## src/rtl/oc_pkg.sv

```systemverilog
// Shared definitions for the over-current detect front end: FSM states,
// channel indices and default timing constants.
package oc_pkg;

  typedef enum logic [1:0] {
    ARMED   = 2'd0,
    TRIPPED = 2'd1,
    LOCKOUT = 2'd2
  } oc_state_t;

  localparam int CH_A = 0;
  localparam int CH_B = 1;

  localparam int DEF_SAMPLE_DIV  = 1000;
  localparam int DEF_BLANK_CYC   = 200;
  localparam int DEF_TRIP_COUNT  = 8;
  localparam int DEF_CLEAR_COUNT = 16;
  localparam int DEF_MAX_TRIPS   = 3;
  localparam int DEF_LOCK_WIN    = 100000;

endpackage

```

## src/rtl/oc_chan_qual.sv

```systemverilog
// One channel of sense conditioning: synchronizers, PWM blanking and the
// consecutive-sample run counter. OC_GLITCH_FILTER_EN adds a majority-of-3 filter.
module oc_chan_qual
  import oc_pkg::*;
#(
  parameter int BLANK_CYC  = DEF_BLANK_CYC,
  parameter int TRIP_COUNT = DEF_TRIP_COUNT
) (
  input  logic clk,
  input  logic rst,
  input  logic sense,
  input  logic pwm,
  input  logic strobe,
  input  logic hold,
  output logic qualified,
  output logic raw_low
);

  localparam int BW = $clog2(BLANK_CYC + 2);
  localparam int RW = $clog2(TRIP_COUNT + 1);

  logic          sense_m, sense_s;
  logic          pwm_m, pwm_s, pwm_d;
  logic          sense_f;
  logic          sample;
  logic [BW-1:0] blank_cnt;
  logic [RW-1:0] run_cnt;

  always_ff @(posedge clk or posedge rst) begin
    if (rst) begin
      sense_m <= 1'b0;
      sense_s <= 1'b0;
      pwm_m   <= 1'b0;
      pwm_s   <= 1'b0;
      pwm_d   <= 1'b0;
    end else begin
      sense_m <= sense;
      sense_s <= sense_m;
      pwm_m   <= pwm;
      pwm_s   <= pwm_m;
      pwm_d   <= pwm_s;
    end
  end

`ifdef OC_GLITCH_FILTER_EN
  logic sense_h1, sense_h2;

  always_ff @(posedge clk or posedge rst) begin
    if (rst) begin
      sense_h1 <= 1'b0;
      sense_h2 <= 1'b0;
    end else begin
      sense_h1 <= sense_s;
      sense_h2 <= sense_h1;
    end
  end

  assign sense_f = (sense_s & sense_h1) | (sense_s & sense_h2) | (sense_h1 & sense_h2);
`else
  assign sense_f = sense_s;
`endif

  // A fresh PWM turn-on reloads the window even if blanking is still running.
  always_ff @(posedge clk or posedge rst) begin
    if (rst) begin
      blank_cnt <= '0;
    end else if (pwm_s && !pwm_d) begin
      blank_cnt <= BW'(BLANK_CYC);
    end else if (blank_cnt != '0) begin
      blank_cnt <= blank_cnt - BW'(1);
    end
  end

  assign sample = sense_f && (blank_cnt == '0);

  always_ff @(posedge clk or posedge rst) begin
    if (rst) begin
      run_cnt <= '0;
    end else if (hold) begin
      run_cnt <= '0;
    end else if (strobe) begin
      if (!sample) begin
        run_cnt <= '0;
      end else if (run_cnt != RW'(TRIP_COUNT)) begin
        run_cnt <= run_cnt + RW'(1);
      end
    end
  end

  // High on the strobe whose sample brings the run up to TRIP_COUNT.
  assign qualified = !hold && strobe && sample && (run_cnt >= RW'(TRIP_COUNT - 1));
  assign raw_low   = !sense_s;

endmodule

```

## src/rtl/oc_detect.sv

```systemverilog
// Over-current detect top: sample strobe, ARMED/TRIPPED/LOCKOUT FSM, trip
// window and tally. Build option OC_GLITCH_FILTER_EN lives in oc_chan_qual.
module oc_detect
  import oc_pkg::*;
#(
  parameter int SAMPLE_DIV  = DEF_SAMPLE_DIV,
  parameter int BLANK_CYC   = DEF_BLANK_CYC,
  parameter int TRIP_COUNT  = DEF_TRIP_COUNT,
  parameter int CLEAR_COUNT = DEF_CLEAR_COUNT,
  parameter int MAX_TRIPS   = DEF_MAX_TRIPS,
  parameter int LOCK_WIN    = DEF_LOCK_WIN
) (
  input  logic       clk,
  input  logic       rst,
  input  logic       sense_a,
  input  logic       sense_b,
  input  logic       pwm_a,
  input  logic       pwm_b,
  input  logic       fault_clr,
  output logic       oc_req,
  output logic [1:0] oc_src,
  output logic [1:0] trip_cnt,
  output logic       lockout,
  output logic [1:0] state_dbg
);

  localparam int DW = $clog2(SAMPLE_DIV);
  localparam int CW = $clog2(CLEAR_COUNT + 2);
  localparam int WW = $clog2(LOCK_WIN + 1);

  oc_state_t     state;
  logic [DW-1:0] div_cnt;
  logic [CW-1:0] clr_cnt;
  logic [WW-1:0] win_cnt;
  logic          strobe;
  logic          hold;
  logic [1:0]    qual;
  logic [1:0]    raw_low;
  logic          win_expire;
  logic [1:0]    base_trips;
  logic [1:0]    next_trips;
  logic          lock_hit;

  assign state_dbg = state;
  assign strobe    = (div_cnt == DW'(SAMPLE_DIV - 1));
  assign hold      = (state != ARMED);

  always_ff @(posedge clk or posedge rst) begin
    if (rst)         div_cnt <= '0;
    else if (strobe) div_cnt <= '0;
    else             div_cnt <= div_cnt + DW'(1);
  end

  oc_chan_qual #(.BLANK_CYC(BLANK_CYC), .TRIP_COUNT(TRIP_COUNT)) u_chan_a (
    .clk(clk), .rst(rst), .sense(sense_a), .pwm(pwm_a), .strobe(strobe),
    .hold(hold), .qualified(qual[CH_A]), .raw_low(raw_low[CH_A])
  );

  oc_chan_qual #(.BLANK_CYC(BLANK_CYC), .TRIP_COUNT(TRIP_COUNT)) u_chan_b (
    .clk(clk), .rst(rst), .sense(sense_b), .pwm(pwm_b), .strobe(strobe),
    .hold(hold), .qualified(qual[CH_B]), .raw_low(raw_low[CH_B])
  );

  // A window expiry on the trip strobe clears the tally before the trip counts.
  assign win_expire = (win_cnt == WW'(LOCK_WIN - 1));

  always_comb begin
    base_trips = win_expire ? 2'd0 : trip_cnt;
    next_trips = (base_trips == 2'd3) ? 2'd3 : base_trips + 2'd1;
    lock_hit   = (int'(next_trips) >= MAX_TRIPS);
  end

  always_ff @(posedge clk or posedge rst) begin
    if (rst) begin
      state    <= ARMED;
      oc_req   <= 1'b0;
      oc_src   <= 2'b00;
      trip_cnt <= 2'd0;
      lockout  <= 1'b0;
      clr_cnt  <= '0;
      win_cnt  <= '0;
    end else begin
      case (state)
        ARMED: begin
          if (strobe) begin
            win_cnt <= win_expire ? '0 : win_cnt + WW'(1);
            if (win_expire) trip_cnt <= 2'd0;
            if (qual != 2'b00) begin
              oc_req   <= 1'b1;
              oc_src   <= qual;
              trip_cnt <= next_trips;
              win_cnt  <= '0;
              clr_cnt  <= '0;
              if (lock_hit) begin
                state   <= LOCKOUT;
                lockout <= 1'b1;
              end else begin
                state <= TRIPPED;
              end
            end
          end
        end
        TRIPPED: begin
          if (strobe) begin
            if (raw_low == 2'b11) begin
              if (clr_cnt == CW'(CLEAR_COUNT - 1)) begin
                state   <= ARMED;
                oc_req  <= 1'b0;
                clr_cnt <= '0;
                win_cnt <= '0;
              end else begin
                clr_cnt <= clr_cnt + CW'(1);
              end
            end else begin
              clr_cnt <= '0;
            end
          end
        end
        LOCKOUT: begin
          if (fault_clr) begin
            state    <= ARMED;
            oc_req   <= 1'b0;
            lockout  <= 1'b0;
            trip_cnt <= 2'd0;
            oc_src   <= 2'b00;
            clr_cnt  <= '0;
            win_cnt  <= '0;
          end
        end
        default: state <= ARMED;
      endcase
    end
  end

endmodule

```

## config.mk

```make
export PLATFORM = sky130hd
export DESIGN_NAME = oc_detect
export DESIGN_NICKNAME = d
export VERILOG_FILES = /design/src/rtl/oc_pkg.sv /design/src/rtl/oc_chan_qual.sv /design/src/rtl/oc_detect.sv
export SDC_FILE = /design/constraint.sdc
export NUM_CORES = 1
export LEC_CHECK = 0
export ABC_AREA = 1
export CORE_ASPECT_RATIO = 0.9
export CORE_MARGIN = 2
export CORE_UTILIZATION = 55
export DETAILED_ROUTE_END_ITERATION = 10
export PLACE_DENSITY = 0.76
export SETUP_SLACK_MARGIN = 0.5
export SLEW_MARGIN = 20
export SYNTH_ARGS = -nofsm -noshare
export SYNTH_HDL_FRONTEND = slang
export SYNTH_SLANG_ARGS = --single-unit
```

## constraint.sdc

```tcl
create_clock -name clk -period 2.1 [get_ports clk]
set_input_delay 0.315 -clock clk [delete_from_list [all_inputs] [get_ports clk]]
set_output_delay 0.315 -clock clk [all_outputs]
set_load 0.02 [all_outputs]
```

==> results.sh, run 1 <==
export IMPL_netlist_top_cells_area="dfrtp_1 45%, nand2_1 12%, nor2_1 7.6%"
export IMPL_synth_area_leader_cell="dfrtp_1"
export IMPL_hpwl_mm=6.48
export IMPL_clock_skew_ns=0.0179
export IMPL_initial_core_util=0.576
export IMPL_fmax_ghz=0.564
export IMPL_setup_violations=0
export IMPL_wirelength_mm=10.2
export IMPL_period_needed_ns=1.77
export IMPL_wire_per_inst_um=14.4
export IMPL_num_rows=29
export IMPL_ioPinCount=15
export IMPL_clk_latency_ns=0.36
export IMPL_clk_path_buf_depth=2
export IMPL_finalNetCount=633
export IMPL_crit_slowest_cell="dfrtp_1"
export IMPL_synth_common_cells="133 x nand2_1, 84 x nor2_1, 74 x dfrtp_1, 69 x inv_1, 51 x nand3_1"
export IMPL_grt_max_degree=54
export IMPL_place_gp_congestion=0.908
export IMPL_synth_top_area_share=0.448
export IMPL_synth_seq_cells=74
export IMPL_max_slew_margin=0.761
export IMPL_die_w_um=95.4
export IMPL_grt_setup_unrepaired="yes"
export IMPL_hp_start="u_chan_b.sense_m$_DFF_PP0_"
export IMPL_htree_levels=3
export IMPL_timing_rr_start="clr_cnt[0]$_DFFE_PP0P_"
export IMPL_cts_tree="done"
export IMPL_worstHoldPathType="flip-flop to flip-flop"
export IMPL_hold_violations=0
export IMPL_maxSlewViolCount=0
export IMPL_ys_async_sr_fraction=1.00
export IMPL_cp_arrival_ns=2.07
export IMPL_hold_ws_ns=0.349
export IMPL_synth_cell_types=29
export IMPL_p_per_area_mw_per_mm2=645
export IMPL_synth_fp_nets=568
export IMPL_syn_to_final_growth_pct=27.6
export IMPL_crit_type="flip-flop to flip-flop"
export IMPL_synth_seq_area_share=0.448
export IMPL_finalWorstSetupSlack_ns=0.326
export IMPL_vias_per_cell=5.43
export IMPL_period_share=0.845
export IMPL_grt_first_pass_wirelength_mm=16.0
export IMPL_overflow=0
export IMPL_die_y_um=86.3
export IMPL_path_cells="ha_2, nand3_2, nand2_2, nand3_2, nor2_4, inv_2, nor2_4, buf_6, buf_6, nand3_2, nand2_1"
export IMPL_cp_data_required_time_ns=2.39
export IMPL_outcome="complete, no violations"
export IMPL_crit_path_frequent_cell="nand3_2"
export IMPL_drive_gt1_frac=0.258
export IMPL_worst_pin_slew_ns=0.358
export IMPL_end_kind="flip-flop"
export IMPL_setup_tns_final_ns=0
export IMPL_portBuffers=14
export IMPL_crit_path_start_kind="flip-flop"
export IMPL_grt_pass1_vias=3516
export IMPL_clock_sinks=74
export IMPL_drc_errors=0
export IMPL_grt_usage=0.249
export IMPL_placed_cells=654
export IMPL_synth_edf_count=0
export IMPL_reg2reg_setup_slack_ns=0.33
export IMPL_synthCells=546
export IMPL_dp_slack_ns=0.0931
export IMPL_dieArea_mm2=0.00823
export IMPL_core_area_mm2=0.00718
export IMPL_first_iter_violations=300
export IMPL_via_count=3847
export IMPL_yosys_warnings=0
export IMPL_startpoint="clr_cnt[0]$_DFFE_PP0P_"
export IMPL_power_leakage_uw=0.00250
export IMPL_cts_buffers=9
export IMPL_synth_most_common_cell="nand2_1"
export IMPL_synth_area_mm2=0.00414
export IMPL_cpPeakStageDelay_ns=0.39
export IMPL_critPathMaxFanout=5
export IMPL_stdcell_count=709
export IMPL_grt_antenna_before_repair=0
export IMPL_detail_route_antenna_nets=0
export IMPL_hold_path_end="u_chan_b.sense_f$_DFF_PP0_"
export IMPL_ff2ff_path_depth=11
export IMPL_diodes=0
export IMPL_vdd_ir_drop_max_mv=0.552
export IMPL_hold_depth=0
export IMPL_path_clk_slew_ns=0.08
export IMPL_syn_area_per_cell_um2=7.57
export IMPL_drv_cap=0
export IMPL_r2r_end="win_cnt[13]$_DFFE_PP0P_"
export IMPL_power_total_uw=3400
export IMPL_ctsHoldBuffers=0
export IMPL_ys_flop_type="dfrtp_1"
export IMPL_dr_pass1_iters=5
export IMPL_cts_root_buf="clkbuf_8"
worst max-delay path: cells and delay by family (launching register included):
kind / cells / cell delay (ns)
fa+ha+maj: 1 / 0.22
buf+inv: 3 / 0.32
flops: 1 / 0.39
simple gates: 7 / 0.78
how the worst max path moves through the flow:
stage          depth (start not counted)                       end  slack, ns
2_1_floorplan                         10   win_cnt[12]$_DFFE_PP0P_       0.50
3_5_place_dp                          10    win_cnt[9]$_DFFE_PP0P_       0.09
4_1_cts                               11    win_cnt[9]$_DFFE_PP0P_       0.35
5_1_grt                                9  state_dbg[1]$_DFFE_PP0P_       0.20
6_report                              11   win_cnt[13]$_DFFE_PP0P_       0.33
3_3_place_gp                          10    win_cnt[6]$_DFFE_PP0P_       0.20
flip-flops by register name (all words and copies together), names as in the netlist:
signal,count
u_chan_b.blank_cnt,8
u_chan_b.pwm_d,1
u_chan_b.sense_f,1
u_chan_b.pwm_s,1
u_chan_b.sense_m,1
u_chan_a.pwm_m,1
u_chan_a.blank_cnt,8
oc_req,1
u_chan_a.pwm_s,1
lockout,1
u_chan_a.pwm_d,1
clr_cnt,5
u_chan_a.run_cnt,4
u_chan_b.pwm_m,1
u_chan_a.sense_m,1
u_chan_b.run_cnt,4
trip_cnt,2
u_chan_a.sense_f,1
div_cnt,10
state_dbg,2
oc_src,2
win_cnt,17
per-layer routing:
layer / wire length, µm / up-vias / track usage
met5: 0 / - / 0
met4: 250 / 0 / 0.0883
met3: 484 / 28 / 0.0487
met2: 4910 / 119 / 0.387
met1: 4540 / 1829 / 0.349
li1: - / 1871 / -
power by group:
part,total [µW],internal [µW],switching (µW)
logic,605,255,349
registers,1670,1550,122
clock network,1120,551,573
cells in the final DEF, fill, tap and decap left out, drive strengths merged, types with 2 or more instances in the layout:
| cell type | synthesis | routed |
|---|---|---|
| nor3 | 8 | 8 |
| nor2 | 95 | 95 |
| nand4 | 15 | 15 |
| buf | 4 | 43 |
| inv | 72 | 71 |
| clkdlybuf4s50 | 0 | 6 |
| dfrtp | 74 | 74 |
| xor2 | 9 | 9 |
| clkbuf | 0 | 10 |
| dlygate4sd2 | 0 | 8 |
| xnor2 | 2 | 2 |
| nand3 | 56 | 56 |
| clkinvlp | 0 | 5 |
| a21oi | 20 | 20 |
| o21ai | 27 | 27 |
| nand2 | 142 | 143 |
| ha | 15 | 15 |
repair_timing:
action / 4_1_cts / 5_1_grt
setup buffers: 17 / 20
gates resized for setup: 45 / 57
cloned: 2 / 0
pin swaps: 11 / 15
endpoints found under the setup margin: 45 / 42
logic make-up after synthesis:
family,count (synthesis),synth area share
adders and majority gates,15,0.0454
and+or+nand+nor,319,0.344
DFF,74,0.448
AOI/OAI and AO/OA,51,0.0648
buffers and inverters,76,0.0744
xor gates and xnor gates,11,0.0233
layout make-up:
type | count | area [µm²]
multi-input combinational | 397 | 2320
inverter | 72 | 278
timing repair buffer | 57 | 513
tap | 93 | 116
sequential | 74 | 1850
clock buffer | 10 | 128
clock inverter | 6 | 66.3
fill | 520 | 1910
per-stage QoR:
step	instance area (µm²)	utilization
4_1_cts	4900	0.682
5_1_grt	5280	0.734
6_report	5280	0.734
3_5_place_dp	4440	0.617
2_1_floorplan	4170	-
3_3_place_gp	4440	0.617
No activity file was read; power rests on OpenSTA's default activity.
==> run 2, diff against run 1 <==
==> constraint.sdc (replaced) <==
create_clock -name clk -period 1.61 [get_ports clk]
set_input_delay 0.2415 -clock clk [delete_from_list [all_inputs] [get_ports clk]]
set_output_delay 0.2415 -clock clk [all_outputs]
set_load 0.02 [all_outputs]
==> results.sh, run 2 (synthesized netlist as in run 1, its figures left out) <==
export IMPL_outcome="finished with violations"
export IMPL_violations="negative setup slack"
export IMPL_num_rows=29
export IMPL_place_gp_congestion=0.926
export IMPL_portBuffers=14
export IMPL_ioPinCount=15
export IMPL_crit_path_start_kind="flip-flop"
export IMPL_clock_skew_ns=0.0162
export IMPL_clock_sinks=74
export IMPL_grt_usage=0.282
export IMPL_diodes=0
export IMPL_cts_tree="done"
export IMPL_vias_per_cell=5.73
export IMPL_cp_data_required_time_ns=1.89
export IMPL_grt_max_degree=40
export IMPL_die_w_um=95.4
export IMPL_core_area_mm2=0.00718
export IMPL_clk_path_buf_depth=2
export IMPL_ctsHoldBuffers=0
export IMPL_period_share=1.11
export IMPL_final_common_cell="nand2_1"
export IMPL_die_y_um=86.3
export IMPL_setup_tns_final_ns=-3.98
export IMPL_max_slew_margin=0.747
export IMPL_first_iter_violations=381
export IMPL_post_route_util=0.851
export IMPL_finalWorstSetupSlack_ns=-0.182
export IMPL_grt_first_pass_wirelength_mm=18.4
export IMPL_largest_register_ffs=17
export IMPL_fmax_ghz=0.558
export IMPL_detail_route_antenna_nets=0
export IMPL_power_leakage_uw=0.00285
export IMPL_critPathMaxFanout=5
export IMPL_cts_root_buf="clkbuf_8"
export IMPL_vdd_ir_drop_max_mv=0.883
export IMPL_grt_setup_unrepaired="yes"
export IMPL_dieArea_mm2=0.00823
export IMPL_dr_pass1_iters=5
export IMPL_p_per_area_mw_per_mm2=828
export IMPL_hpwl_mm=7.08
export IMPL_top_register="win_cnt"
export IMPL_crit_type="flip-flop to flip-flop"
export IMPL_wirelength_mm=12.8
export IMPL_initial_core_util=0.576
export IMPL_drc_errors=0
export IMPL_drive_gt1_frac=0.425
export IMPL_overflow=0
export IMPL_cp_arrival_ns=2.07
export IMPL_dp_slack_ns=-0.144
export IMPL_finalNetCount=684
export IMPL_final_fill_count=344
export IMPL_clk_latency_ns=0.35
export IMPL_grt_pass1_vias=4014
export IMPL_layout_common_cells="94 x nand2_1, 72 x dfrtp_1, 65 x buf_4, 60 x nor2_1, 48 x inv_1"
export IMPL_drv_cap=0
export IMPL_reg_largest_list="win_cnt (17), div_cnt (10)"
export IMPL_grt_antenna_before_repair=0
export IMPL_path_clk_slew_ns=0.08
export IMPL_end_kind="flip-flop"
export IMPL_period_needed_ns=1.79
export IMPL_wire_per_inst_um=16.9
export IMPL_setup_violations=38
export IMPL_syn_to_final_growth_pct=47.9
export IMPL_worstHoldPathType="input port to asynchronous set/reset pin"
export IMPL_hold_violations=0
export IMPL_cts_buffers=9
export IMPL_htree_levels=3
export IMPL_worst_pin_slew_ns=0.379
export IMPL_via_count=4335
export IMPL_maxSlewViolCount=0
## run 2: changes by cell type in the layout (fill, tap and decap cells not counted), sizes merged
| cell | before | now |
|---|---|---|
| buf | 43 | 101 |
| dlygate4sd2 | 8 | 0 |
| clkinvlp | 5 | 1 |
| clkbuf | 10 | 13 |
| bufinv | 1 | 0 |
| nand2 | 143 | 142 |
## run 2: layer usage
metal / vias up / share of wire / track usage
met2: 244 / 0.49 / 0.455
met3: 53 / 0.075 / 0.0513
met4: 0 / 0.032 / 0.0974
met5: - / 0 / 0
li1: 1979 / - / -
met1: 2059 / 0.40 / 0.386
## run 2: layout make-up
| class | count | area [µm²] | area share |
|---|---|---|---|
| Timing Repair Buffer | 109 | 1030 | 0.169 |
| Clock buffer | 11 | 141 | 0.0231 |
| Clock inverter | 1 | 5.00 | 0.000818 |
| Sequential cell | 74 | 1850 | 0.303 |
| Multi-Input combinational cell | 396 | 2670 | 0.437 |
| Inverter | 72 | 294 | 0.0481 |
| Tap cell | 93 | 116 | 0.0190 |
## run 2: timing repair
item / in CTS / in global routing
endpoints found under the setup margin: 71 / 71
gates cloned: 0 / 2
gates resized for setup: 142 / 88
pin swaps: 26 / 41
setup buffers: 17 / 13
## run 2: per-stage QoR
stage | instance area [µm²] | instances | total power, µW | hold slack [ns]
after floorplan | 4300 | 546 | 2760 | 0.273
after global placement | 5020 | 712 | 3140 | 0.332
after detailed placement | 5020 | 712 | 3190 | 0.340
after CTS | 5640 | 741 | 4850 | 0.320
after global routing | 6120 | 756 | 5280 | 0.324
final | 6120 | 756 | 5060 | 0.323
## run 2: final timing paths
kind | start | to | slack (ns) | depth (start not counted)
worst min register to register | u_chan_b.sense_m$_DFF_PP0_ | u_chan_b.sense_f$_DFF_PP0_ | 0.35 | 0
max in group asynchronous | rst | state_dbg[1]$_DFFE_PP0P_ | 1.08 | 3
worst max register to register | state_dbg[0]$_DFFE_PP0P_ | win_cnt[12]$_DFFE_PP0P_ | -0.18 | 12
min in group clk | pwm_a | u_chan_a.pwm_m$_DFF_PP0_ | 0.33 | 1
worst max-delay path | state_dbg[0]$_DFFE_PP0P_ | win_cnt[12]$_DFFE_PP0P_ | -0.18 | 12
worst min-delay path | rst | win_cnt[0]$_DFFE_PP0P_ | 0.32 | 3
## run 2: power by group
group          switching [µW]  internal (µW)
clock                     653            566
sequential                160           2030
combinational             857            802
## run 2: worst max-delay path, stage by stage (launching register included)
cell and delay (ns):
dfrtp_2 0.44, inv_2 0.08, ha_2 0.20, inv_2 0.07
nor2_4 0.05, inv_2 0.12, nand2_2 0.10, nor2_4 0.20
clkbuf_16 0.20, nand2_2 0.04, nand2_1 0.07, nand2_1 0.06
nor2_1 0.08
==> run 3, diff against run 2 <==
--- a/config.mk
+++ b/config.mk
@@ -16,3 +16,4 @@
 export SYNTH_ARGS = -nofsm -noshare
 export SYNTH_HDL_FRONTEND = slang
 export SYNTH_SLANG_ARGS = --single-unit
+export TNS_END_PERCENT = 30
==> results.sh, run 3 (synthesized netlist as in run 1, its figures left out) <==
export IMPL_outcome="finished with violations"
export IMPL_violations="negative setup slack"
export IMPL_placed_cells=724
export IMPL_portBuffers=14
export IMPL_stdcell_count=761
export IMPL_die_w_um=95.4
export IMPL_htree_levels=3
export IMPL_path_clk_slew_ns=0.11
export IMPL_setup_violations=38
export IMPL_end_kind="flip-flop"
export IMPL_clk_latency_ns=0.39
export IMPL_hp_start="sense_b"
export IMPL_grt_antenna_before_repair=0
export IMPL_finalNetCount=685
export IMPL_clock_skew_ns=0.0276
export IMPL_final_common_cell="nand2_1"
export IMPL_multi_input_area_mm2=0.00265
export IMPL_via_count=4725
export IMPL_period_needed_ns=1.93
export IMPL_ctsHoldBuffers=0
export IMPL_post_route_util=0.861
export IMPL_ff2ff_path_depth=10
export IMPL_grt_usage=0.346
export IMPL_crit_path_frequent_cell="nand2_1"
export IMPL_r2r_end="win_cnt[12]$_DFFE_PP0P_"
export IMPL_vias_per_cell=6.21
export IMPL_timing_rr_start="state_dbg[0]$_DFFE_PP0P_"
export IMPL_diodes=0
export IMPL_period_share=1.20
export IMPL_reg_largest_list="win_cnt (17), div_cnt (10)"
export IMPL_grt_setup_unrepaired="yes"
export IMPL_place_gp_congestion=0.902
export IMPL_seq_area_mm2=0.00186
export IMPL_maxSlewViolCount=0
export IMPL_hold_ws_ns=0.282
export IMPL_finalWorstSetupSlack_ns=-0.319
export IMPL_fmax_ghz=0.519
export IMPL_cts_root_buf="clkbuf_8"
export IMPL_dr_pass1_iters=8
export IMPL_cp_data_required_time_ns=1.90
export IMPL_initial_core_util=0.576
export IMPL_startpoint="state_dbg[0]$_DFFE_PP0P_"
export IMPL_cp_arrival_ns=2.22
export IMPL_wirelength_mm=15.1
export IMPL_cts_tree="done"
export IMPL_ioPinCount=15
export IMPL_hold_violations=0
export IMPL_path_cells="ha_4, buf_6, o21ai_4, nand2_2, nor2_4, buf_12, nand2_1, nand2_1, nand2_1, nor2_1"
export IMPL_largest_register_ffs=17
export IMPL_dp_slack_ns=-0.203
export IMPL_p_per_area_mw_per_mm2=889
export IMPL_worstHoldPathType="input port to flip-flop"
export IMPL_overflow=0
export IMPL_crit_path_start_kind="flip-flop"
export IMPL_wire_per_inst_um=19.9
export IMPL_final_fill_count=310
export IMPL_drv_cap=0
export IMPL_drive_gt1_frac=0.415
export IMPL_grt_pass1_vias=4526
export IMPL_endpoint="win_cnt[12]$_DFFE_PP0P_"
export IMPL_vdd_ir_drop_max_mv=0.888
export IMPL_reg2reg_setup_slack_ns=-0.32
export IMPL_core_area_mm2=0.00718
export IMPL_critPathMaxFanout=10
export IMPL_grt_max_degree=75
export IMPL_top_register="win_cnt"
export IMPL_layout_common_cells="108 x nand2_1, 71 x dfrtp_1, 71 x buf_4, 55 x nor2_1, 48 x inv_1"
export IMPL_crit_type="flip-flop to flip-flop"
export IMPL_die_y_um=86.3
export IMPL_power_total_uw=5500
export IMPL_first_iter_violations=877
export IMPL_max_slew_margin=0.732
export IMPL_cpPeakStageDelay_ns=0.48
export IMPL_syn_to_final_growth_pct=49.6
export IMPL_detail_route_antenna_nets=0
export IMPL_drc_errors=0
export IMPL_clock_sinks=74
export IMPL_hpwl_mm=6.65
export IMPL_grt_first_pass_wirelength_mm=22.0
export IMPL_power_leakage_uw=0.00285
export IMPL_worst_pin_slew_ns=0.401
export IMPL_clk_path_buf_depth=2
export IMPL_cts_buffers=9
export IMPL_crit_slowest_cell="dfrtp_2"
export IMPL_dieArea_mm2=0.00823
export IMPL_num_rows=29
-- run 3: cell count changes in the layout (fill, tap and decap cells not counted), sizes merged --
cell and change:
clkbuf -3, nand2 +1, dlygate4sd2 +1, clkinvlp +2
bufinv +3, buf +1
-- run 3: through the flow --
step / setup TNS, ns / area (µm²)
2_1_floorplan: -3.95 / 4140
3_3_place_gp: -2.48 / 4950
3_5_place_dp: -4.29 / 4950
4_1_cts: -0.580 / 5890
5_1_grt: -8.81 / 6180
6_report: -5.92 / 6180
-- run 3: repair_timing --
action                     CTS  global route
gates resized for setup    200            66
setup buffers               12             6
setup endpoints to repair   71            72
gates cloned                 3             0
pin swaps                   57            58
-- run 3: worst max-delay path: cells and delay by family (launching register included) --
family | cells | cell delay [ns]
AO/OA/AOI/OAI | 1 | 0.14
adder cells (fa/ha/maj) | 1 | 0.21
buffers and inverters | 2 | 0.31
flip-flops | 1 | 0.48
AND/OR/NAND/NOR | 6 | 0.70
-- run 3: power breakdown --
part	total (µW)	leakage (µW)	internal [µW]	switching [µW]
clock network	1860	0.000119	1070	788
registers	2180	0.000912	2030	158
logic	1450	0.00182	638	815
total	5500	0.00285	3740	1760
-- run 3: final cells by class --
| type | count | share of cell area |
|---|---|---|
| clock inverters | 6 | 0.0184 |
| clock buffers | 10 | 0.0223 |
| multi-input cells | 397 | 0.429 |
| flip-flops and latches | 74 | 0.300 |
| well taps | 93 | 0.0188 |
| inverters | 72 | 0.0479 |
| repair buffers | 109 | 0.164 |
-- run 3: how the worst min path moves through the flow --
stage | cells after the start | to | slack [ns]
3_3_place_gp | 0 | u_chan_b.pwm_s$_DFF_PP0_ | 0.33
5_1_grt | 1 | u_chan_b.sense_m$_DFF_PP0_ | 0.28
6_report | 1 | u_chan_b.sense_m$_DFF_PP0_ | 0.28
3_5_place_dp | 0 | u_chan_b.pwm_s$_DFF_PP0_ | 0.34
2_1_floorplan | 0 | u_chan_a.pwm_m$_DFF_PP0_ | 0.27
4_1_cts | 1 | u_chan_b.pwm_m$_DFF_PP0_ | 0.31
-- run 3: per-layer routing --
metal / share of wire / routed length [µm] / track usage / vias up
met1: 0.36 / 5410 / 0.414 / 2197
met5: 0 / 0 / 0 / -
met2: 0.46 / 6980 / 0.585 / 404
met3: 0.11 / 1630 / 0.0826 / 140
met4: 0.072 / 1100 / 0.170 / 0
li1: - / - / - / 1984
